<file path="src/rtl/eu_pkg.sv">
// eu_pkg: shared encodings for the parametrised execution unit
package eu_pkg;
  typedef enum logic [1:0] {
    M_ARITH_IMM = 2'b00,
    M_ARITH_REG = 2'b01,
    M_CMP_REG   = 2'b10,
    M_CMP_ZERO  = 2'b11
  } mode_t;
  typedef logic [2:0] state_t;
  localparam logic [1:0] OP_RD_A = 2'b00, OP_RD_B = 2'b01, OP_WR = 2'b10;
  localparam logic [1:0] SEL_ARITH = 2'b10, SEL_CMP = 2'b00;
  localparam logic [2:0] ALU_ADD = 3'b000, ALU_SUB = 3'b001, ALU_AND = 3'b010, ALU_OR = 3'b011,
                         ALU_XOR = 3'b100, ALU_NOT = 3'b101, ALU_SHL = 3'b110, ALU_SHR = 3'b111;
  localparam state_t S_IDLE = 3'd0, S_DECODE = 3'd1, S_RD_A = 3'd2, S_RD_B = 3'd3,
                     S_EXEC = 3'd4, S_WB = 3'd5, S_DONE = 3'd6;
endpackage

</file>
<file path="src/rtl/eu_alu.sv">
// eu_alu: combinational DATA_W-wide ALU with carry/borrow and zero outputs
module eu_alu import eu_pkg::*; #(
  parameter int DATA_W = 16
) (
  input  logic [DATA_W-1:0] i_a,
  input  logic [DATA_W-1:0] i_b,
  input  logic [2:0]        i_op,
  output logic [DATA_W-1:0] o_y,
  output logic              o_cout,
  output logic              o_zero
);
  logic [DATA_W:0] w_sum, w_dif;
  always_comb begin
    w_sum = {1'b0, i_a} + {1'b0, i_b};
    w_dif = {1'b0, i_a} - {1'b0, i_b};
    o_y = i_op == ALU_ADD ? w_sum[DATA_W-1:0] :
          i_op == ALU_SUB ? w_dif[DATA_W-1:0] :
          i_op == ALU_AND ? i_a & i_b :
          i_op == ALU_OR  ? i_a | i_b :
          i_op == ALU_XOR ? i_a ^ i_b :
          i_op == ALU_NOT ? ~i_a :
          i_op == ALU_SHL ? i_a << 1 : i_a >> 1;
    o_cout = i_op == ALU_ADD ? w_sum[DATA_W] :
             i_op == ALU_SUB ? w_dif[DATA_W] :
             i_op == ALU_SHL ? i_a[DATA_W-1] :
             i_op == ALU_SHR ? i_a[0] : 1'b0;
    o_zero = o_y == '0;
  end
endmodule

</file>
<file path="src/rtl/eu_param.sv">
// eu_param: execution unit sequencing BIU operand fetch, ALU/compare and write-back
module eu_param import eu_pkg::*; #(
  parameter int DATA_W      = 16,
  parameter int IR_W        = 32,
  parameter int IMM_SIGNED  = 0,
  parameter int ACK_TIMEOUT = 0
) (
  input  logic              clk,
  input  logic              rst_n,
  input  logic              start,
  input  logic [1:0]        mode,
  input  logic [IR_W-1:0]   ir,
  output logic              biu_req,
  output logic [1:0]        biu_sel,
  output logic [1:0]        biu_op,
  input  logic              biu_ack,
  input  logic [DATA_W-1:0] biu_rdata,
  output logic [DATA_W-1:0] biu_wdata,
  output logic              busy,
  output logic              done,
  output logic              err,
  output logic [DATA_W-1:0] result,
  output logic              flag_cout,
  output logic              flag_c,
  output logic              flag_z
);
  localparam int CNT_W = ACK_TIMEOUT > 1 ? $clog2(ACK_TIMEOUT) : 1;
  state_t             r_state;
  mode_t              r_mode;
  logic [15:0]        r_imm;
  logic [2:0]         r_op;
  logic [DATA_W-1:0]  r_a, r_b, r_result;
  logic [CNT_W-1:0]   r_cnt;
  logic               r_err, r_cout, r_c, r_z;
  logic               w_arith, w_two, w_req, w_to, w_cout, w_zero, w_unused;
  logic [DATA_W+15:0] w_ext;
  logic [DATA_W-1:0]  w_b, w_y;
  always_comb begin
    w_arith = r_mode == M_ARITH_IMM || r_mode == M_ARITH_REG;
    w_two = r_mode == M_ARITH_REG || r_mode == M_CMP_REG;
    w_req = r_state == S_RD_A || r_state == S_RD_B || r_state == S_WB;
    w_to = ACK_TIMEOUT > 0 && w_req && !biu_ack && r_cnt == CNT_W'(ACK_TIMEOUT - 1);
    w_ext = IMM_SIGNED != 0 ? {{DATA_W{r_imm[15]}}, r_imm} : {{DATA_W{1'b0}}, r_imm};
    w_b = r_mode == M_ARITH_IMM ? w_ext[DATA_W-1:0] : r_mode == M_CMP_ZERO ? '0 : r_b;
    w_unused = ^{ir, w_ext};
  end
  eu_alu #(.DATA_W(DATA_W)) u_alu (
    .i_a(r_a),
    .i_b(w_b),
    .i_op(r_op),
    .o_y(w_y),
    .o_cout(w_cout),
    .o_zero(w_zero)
  );
  always_ff @(posedge clk) begin
    if (!rst_n) begin
      r_state <= S_IDLE;
      r_mode <= M_ARITH_IMM;
      r_imm <= '0;
      r_op <= '0;
      r_a <= '0;
      r_b <= '0;
      r_result <= '0;
      r_cnt <= '0;
      r_err <= 1'b0;
      r_cout <= 1'b0;
      r_c <= 1'b0;
      r_z <= 1'b0;
    end else begin
      r_err <= 1'b0;
      r_cnt <= w_req && !biu_ack ? r_cnt + 1'b1 : '0;
      case (r_state)
        S_IDLE: if (start) begin
          r_mode <= mode_t'(mode);
          r_imm <= ir[15:0];
          r_op <= mode == M_ARITH_IMM ? {1'b0, ir[20:19]} : ir[16:14];
          r_state <= S_DECODE;
        end
        S_DECODE: r_state <= S_RD_A;
        S_RD_A: if (biu_ack) begin
          r_a <= biu_rdata;
          r_state <= w_two ? S_RD_B : S_EXEC;
        end
        S_RD_B: if (biu_ack) begin
          r_b <= biu_rdata;
          r_state <= S_EXEC;
        end
        S_EXEC: begin
          if (w_arith) begin
            r_result <= w_y;
            r_cout <= w_cout;
            r_z <= w_zero;
          end else begin
            r_c <= r_a < w_b;
            r_z <= r_a == w_b;
          end
          r_state <= w_arith ? S_WB : S_DONE;
        end
        S_WB: if (biu_ack) r_state <= S_DONE;
        default: r_state <= S_IDLE;
      endcase
      if (w_to) begin
        r_state <= S_IDLE;
        r_err <= 1'b1;
      end
    end
  end
  always_comb begin
    biu_req = w_req;
    biu_sel = w_req && w_arith ? SEL_ARITH : SEL_CMP;
    biu_op = r_state == S_RD_B ? OP_RD_B : r_state == S_WB ? OP_WR : OP_RD_A;
    biu_wdata = r_result;
    busy = r_state != S_IDLE && r_state != S_DONE;
    done = r_state == S_DONE;
    err = r_err;
    result = r_result;
    flag_cout = r_cout;
    flag_c = r_c;
    flag_z = r_z;
  end
endmodule
</file>
<file path="config.mk">
export PLATFORM = sky130hd
export DESIGN_NAME = eu_param
export DESIGN_NICKNAME = d
export VERILOG_FILES = /design/src/rtl/eu_pkg.sv /design/src/rtl/eu_alu.sv /design/src/rtl/eu_param.sv
export SDC_FILE = /design/constraint.sdc
export NUM_CORES = 1
export LEC_CHECK = 0
export BUFFER_PORTS_ARGS = -buffer_cell sky130_fd_sc_hd__buf_2
export CAP_MARGIN = 0
export CORE_ASPECT_RATIO = 0.7
export CORE_MARGIN = 10
export CORE_UTILIZATION = 50
export CTS_CLUSTER_DIAMETER = 120
export CTS_CLUSTER_SIZE = 20
export DETAILED_ROUTE_END_ITERATION = 12
export GPL_TIMING_DRIVEN = 0
export PLACE_DENSITY_LB_ADDON = 0.08
export SLEW_MARGIN = 20
export SYNTH_ARGS = -nofsm -noshare
export SYNTH_HDL_FRONTEND = slang
export SYNTH_HIERARCHICAL = 1
export SYNTH_SLANG_ARGS = --single-unit
</file>
<file path="constraint.sdc">
create_clock -name clk -period 8.18 [get_ports clk]
set_clock_uncertainty 0.1 [all_clocks]
set_input_delay 2.045 -clock clk [delete_from_list [all_inputs] [get_ports clk]]
set_output_delay 2.045 -clock clk [all_outputs]
set_load 0.01 [all_outputs]
</file>
==> impl_metrics.ini, run 1 <==
[critical_path]
r2r_slack_ns = 2.04
arrival_ns = 6.29
crit_path_end_kind = flop
crit_path_start_kind = flop
r2r_start = r_mode[0]$_SDFFE_PN0P_
crit_path_max_fanout = 10
rr_worst_depth = 21
worstPathRequired_ns = 8.33
r2r_end = flag_z$_SDFFE_PN0P_
crit_type = flop to flop

[detailed_routing]
dr_wl_met3_um = 2060
detailroute.wirelength.met2_um = 9180
vias = 7168
via_per_inst = 5.89
drc_errors = 0
wl_per_cell_um = 18.6
dr.pass1.iters = 6
wirelength_met1_um = 11100
wl_um = 22600
drtAntennaViolNets = 0
dr.max_layer_used = met4
drt_first_iter_violations = 699

[placement]
gp_congestion = 0.925
post_dp_cell_area_um2 = 7540
dp_hpwl_um = 18100
port_buffers = 80

[timing]
setup_viol = 0
tightestPinTransition_ns = 0.909
period_share = 0.750
setup_tns_ns = 0
relSlewSlack = 0.392
maxSlewViolCount = 0
rsz0062_at_grt = false
layout_min_cycle_time_ns = 6.14
clock.fmax_ghz = 0.163
hold_viol_final = 0

[cells_and_area]
diodes = 0
utilization = 0.585
drive_gt1_frac = 0.155
fin_nets = 1150
fillers = 1300
synthToLayoutAreaGrowth_pct = 13.3
final_cell_mix = nand2_1, buf_2, dfxtp_1, inv_1, ha_1
layout_commonest_cell = nand2_1
stdcell_area_um2 = 7820

[clock_tree]
cts-root-buf = clkbuf_16
ctsResizeCount = 0
cts_hold_buf = 0
postCtsSetupBuffers = 0
cts_tree = yes
cts-buffers-inserted = 9
htreeDepth = 3
clk_pin_slew_ns = 0.06
clock_path_buffers = 2
clk_latency_ns = 0.33
cts_num_sinks = 75

[yosys]
synth-seq-cells = 75
synthTopCellsByArea = dfxtp_1, ha_1, nand2_1
async_flop_share = 0
synth_top_area_share = 0.218
netlist_instances = 935
ys_seq_area_frac = 0.218
yosysWarningCount = 6
syn_area_um2 = 6900
yosysTopAreaCell = dfxtp_1
yosysUniqueCellTypes = 77
synth_ff_type = dfxtp_1
synth.avg_cell_area_um2 = 7.38
synth_edf_count = 0

[die]
core_area_um2 = 13400
die_area_um2 = 19000
row_count = 35
die_h_um = 118
boundaryPins = 97
die_w_um = 160
start_util = 0.517

[power]
power_density_nw_per_um2 = 245
internal-power_w = 0.00102
p_leak_nw = 3.38
p_switching_w = 0.000900
switching_share = 0.469
vdd_drop_max_v = 0.000121
total_power_w = 0.00192
comb_power_share = 0.563
power_frac_seq = 0.237
clkPwrFrac = 0.201

[grt]
grt_usage = 0.226
grt_pass1_wl_um = 35700
grt_pass1_vias = 6484
antenna_found_initial = 0
grt_max_degree = 16
overflow = 0

[worst_hold_path]
hp-class = flop to flop
whs_endpoint = r_b[7]$_SDFFE_PN0P_
whs_path_depth = 2
hp-start = r_b[7]$_SDFFE_PN0P_

[run_status]
status = complete, no violations

[job]
maxCapViolCount = 0
layout make-up:
type	instances	area [µm²]	area share
clock buffers	9	225	0.0288
repair buffers	80	400	0.0512
inverters	75	282	0.0360
well taps	185	231	0.0296
plain buffers	72	389	0.0498
clock inverters	7	57.6	0.00736
flip-flops and latches	75	1500	0.192
multi-input cells	714	4730	0.605
worst max-delay path, cell delays in order, from the launching register on:
cell and delay, ns:
dfxtp_1 0.34, inv_1 0.07, ha_1 0.14, clkbuf_1 0.31, clkbuf_1 0.49, buf_2 0.35
nand2_1 0.10, o21ai_0 0.22, ha_1 0.31, inv_1 0.07, fa_1 0.39, nor2b_1 0.17
o311ai_0 0.66, mux2i_1 0.18, a21oi_1 0.20, nor4_1 0.13, or4_1 0.55, nor4_2 0.31
o211ai_1 0.19, nor4_2 0.42, o21ai_0 0.19, a31oi_1 0.19
cells by family after synthesis:
| family | synth area share |
|---|---|
| adders and majority gates | 0.127 |
| AOI/OAI and AO/OA | 0.277 |
| DFF | 0.218 |
| other | 0.000543 |
| muxes | 0.0388 |
| xor gates and xnor gates | 0.00381 |
| and+or+nand+nor | 0.238 |
| buffers and inverters | 0.0972 |
state kept, by name, indices dropped and copies added (netlist names):
name and cells:
biu_wdata 16, r_a 16, r_b 16, r_imm 16, r_op 3, r_state 3
r_mode 2, flag_c 1, flag_cout 1, flag_z 1
Yosys cell counts, types with 6 or more instances:
cell,n
dfxtp_1,75
nor2b_1,15
a211oi_1,6
clkbuf_1,33
a21oi_1,45
inv_1,74
nor2_1,44
o21ai_0,43
buf_2,11
nand2b_1,27
nand3_1,16
o31ai_1,8
a21boi_0,23
o211ai_1,10
ha_1,67
nand2_1,191
nor3_1,11
mux4_2,8
buf_4,22
a21boi_1,48
o21a_1,13
a21o_1,15
per-layer routing:
layer / vias to the layer above / GRT usage
li1: 3416 / -
met4: 0 / 0.0395
met1: 3421 / 0.340
met2: 315 / 0.322
met5: - / 0
met3: 16 / 0.0468
stage by stage:
step                      hold WS, ns  worst slack, ns  cells
after floorplan                 0.335             3.85    936
after global placement          0.342             2.38   1201
after detailed placement        0.347             2.35   1201
after CTS                       0.355             2.29   1217
after global routing            0.375             1.86   1217
final                           0.356             2.04   1217
worst max path at each step:
stage,start,slack [ns],depth (start not counted),end
global route,r_mode[1]$_SDFFE_PN0P_,1.86,21,flag_z$_SDFFE_PN0P_
finish,r_mode[0]$_SDFFE_PN0P_,2.04,21,flag_z$_SDFFE_PN0P_
detailed placement,r_mode[0]$_SDFFE_PN0P_,2.35,21,flag_z$_SDFFE_PN0P_
global placement,r_mode[0]$_SDFFE_PN0P_,2.38,21,flag_z$_SDFFE_PN0P_
CTS,r_mode[0]$_SDFFE_PN0P_,2.29,21,flag_z$_SDFFE_PN0P_
floorplan,r_mode[0]$_SDFFE_PN0P_,3.85,21,flag_z$_SDFFE_PN0P_
power by group through the flow:
stage	clock, W	sequential [W]	combinational [W]
finish	0.000386	0.000454	0.00108
global route	0.000406	0.000460	0.00118
CTS	0.000389	0.000453	0.00105
detailed placement	0	0.000461	0.00104
global placement	0	0.000460	0.00104
floorplan	0	0.000446	0.000759
Power figures use the tool's default switching activity.
==> run 2: changes to the inputs <==
- ABC_AREA: unset -> 1
- clock period: 8.18 -> 6 ns (I/O delays scaled with it)
==> run 2 against run 1 <==
  * Design area up 1.6%
  * Sequential share of layout area down 0.30 points
  * Power up 85%
  * Critical path type unchanged
==> impl_metrics.ini, run 2 <==
[cells_and_area]
fin_nets = 1350
stdcell_count = 1417
layout_commonest_cell = nand2_1
diodes = 0
final_cell_mix = nand2_1, inv_1, nor2_1, a21oi_1, nand3_1
drive_gt1_frac = 0.140
stdcell_area_um2 = 7940
synthToLayoutAreaGrowth_pct = 14.1

[detailed_routing]
vias = 7688
wl_um = 23100
drc_errors = 0
wl_per_cell_um = 16.3
dr.pass1.iters = 5
drt_first_iter_violations = 787
via_per_inst = 5.43
drtAntennaViolNets = 0

[yosys]
ys_seq_area_frac = 0.216
synthTopCellsByCount = nand2_1, inv_1, nor2_1
synth-seq-cells = 75
synth_top_area_share = 0.216
synth-adder-area-share = 0.126
yosysWarningCount = 6
syn_area_um2 = 6960
synth_ff_type = dfxtp_1
yosysUniqueCellTypes = 41
yosysTopAreaCell = dfxtp_1
synthSimpleGateAreaFrac = 0.319
netlist_instances = 1134
muxShareOfSynthArea = 0
synthTopCellsByArea = dfxtp_1, nand2_1, ha_1
synth.avg_cell_area_um2 = 6.14
synth_top_family_by_area = simple AND/OR/NAND/NOR gates
async_flop_share = 0
synth_xor_area_frac = 0.00755
synth_edf_count = 0
synth_most_common_cell = nand2_1
synth_compound_area_frac = 0.187

[critical_path]
arrival_ns = 4.99
r2r_end = flag_z$_SDFFE_PN0P_
crit_type = flop to flop
crit_path_max_fanout = 10
crit_buf_inv = 5
crit_path_end_kind = flop
rr_worst_depth = 26
r2r_slack_ns = 1.18
crit_path_start_kind = flop
crit_top_cell = nand2_1
critPathTopFamily = simple AND/OR/NAND/NOR gates
max_stage_delay_ns = 0.54
worstPathRequired_ns = 6.18
r2r_start = r_mode[0]$_SDFFE_PN0P_
slowest_stage = o22ai_1

[worst_hold_path]
whs_path_depth = 2
hp-start = r_b[1]$_SDFFE_PN0P_
whs_endpoint = r_b[1]$_SDFFE_PN0P_
hp-class = flop to flop

[die]
die_h_um = 119
die_area_um2 = 19100
row_count = 35
start_util = 0.519
boundaryPins = 97
die_w_um = 161
core_area_um2 = 13400

[timing]
relSlewSlack = 0.548
setup_tns_ns = 0
rsz0062_at_grt = false
layout_min_cycle_time_ns = 4.82
setup_viol = 0
hold_viol_final = 0
period_share = 0.803
clock.fmax_ghz = 0.208
maxSlewViolCount = 0
hold_ws_ns = 0.350
tightestPinTransition_ns = 0.678

[job]
maxCapViolCount = 0

[clock_tree]
cts-root-buf = clkbuf_16
clk_pin_slew_ns = 0.07
cts_tree = yes
ctsResizeCount = 0
cts-buffers-inserted = 9
clk_latency_ns = 0.34
clock_path_buffers = 2
htreeDepth = 3
cts_num_sinks = 75
cts_hold_buf = 0
postCtsSetupBuffers = 0

[run_status]
status = complete, no violations

[placement]
placed_cells = 1401
port_buffers = 81
dp_hpwl_um = 19000
post_dp_cell_area_um2 = 7600
gp_congestion = 0.997

[grt]
overflow = 0
grt_usage = 0.234
grt_max_degree = 14
antenna_found_initial = 0
grt_pass1_vias = 7164
grt_pass1_wl_um = 37100

[power]
total_power_w = 0.00355
power_density_nw_per_um2 = 447
p_leak_nw = 4.02
vdd_drop_max_v = 0.000212
==> run 2: cell count changes in the layout (fill, tap and decap cells not counted), moves of 27 or more <==
cell / change
nand3_1: +90
nor2_1: +77
nand2_1: +49
nand2b_1: -27
inv_1: +71
a21oi_1: +73
o21ai_0: +48
a21boi_1: -47
==> run 2: kinds of logic after synthesis <==
| family | count (synthesis) |
|---|---|
| AND/OR/NAND/NOR | 513 |
| buffers and inverters | 225 |
| XOR/XNOR | 6 |
| adder cells (fa/ha/maj) | 69 |
| other | 1 |
| flip-flops | 75 |
| AO/OA/AOI/OAI | 245 |
==> run 2: worst max-delay path by stage <==
stage,from,end,slack (ns),cells after the start
floorplan,r_mode[0]$_SDFFE_PN0P_,flag_z$_SDFFE_PN0P_,2.61,26
global placement,r_mode[0]$_SDFFE_PN0P_,flag_z$_SDFFE_PN0P_,1.44,26
detailed placement,r_mode[0]$_SDFFE_PN0P_,flag_z$_SDFFE_PN0P_,1.42,26
CTS,r_mode[0]$_SDFFE_PN0P_,flag_z$_SDFFE_PN0P_,1.38,26
global route,r_mode[0]$_SDFFE_PN0P_,flag_z$_SDFFE_PN0P_,0.69,26
finish,r_mode[0]$_SDFFE_PN0P_,flag_z$_SDFFE_PN0P_,1.18,26
==> run 2: report_power, final <==
part           switching [W]  leakage, nW  internal (W)
clock               0.000229        0.167      0.000408
combinational        0.00158         3.24      0.000692
sequential         0.0000708        0.609      0.000567
total                0.00188         4.02       0.00167
==> run 2: per-stage QoR <==
stage,utilization,setup WS [ns]
floorplan,-,2.61
detailed placement,0.567,1.42
finish,0.593,1.18
global placement,0.567,1.44
global route,0.593,0.693
CTS,0.593,1.38
==> run 2: worst register-to-register path, delay by kind of cell (launching register included) <==
kind            cells  cell delay (ns)
buf+inv             5             0.84
simple gates       13             1.26
fa+ha+maj           3             0.96
flops               1             0.36
compound gates      5             1.26
==> run 2: layer usage <==
| layer | vias up | part of all wire | GRT usage |
|---|---|---|---|
| met4 | 0 | 0.010 | 0.0408 |
| met1 | 3516 | 0.50 | 0.337 |
| met5 | - | 0 | 0 |
| met3 | 22 | 0.10 | 0.0773 |
| li1 | 3850 | - | - |
| met2 | 300 | 0.39 | 0.331 |
==> run 2: layout make-up <==
type / instances / area (µm²)
fillers: 1355 / 5460
multi-input cells: 835 / 4460
flip-flops and latches: 75 / 1500
inverters: 157 / 591
plain buffers: 68 / 408
repair buffers: 81 / 405
well taps: 185 / 231
clock buffers: 10 / 229
clock inverters: 6 / 113
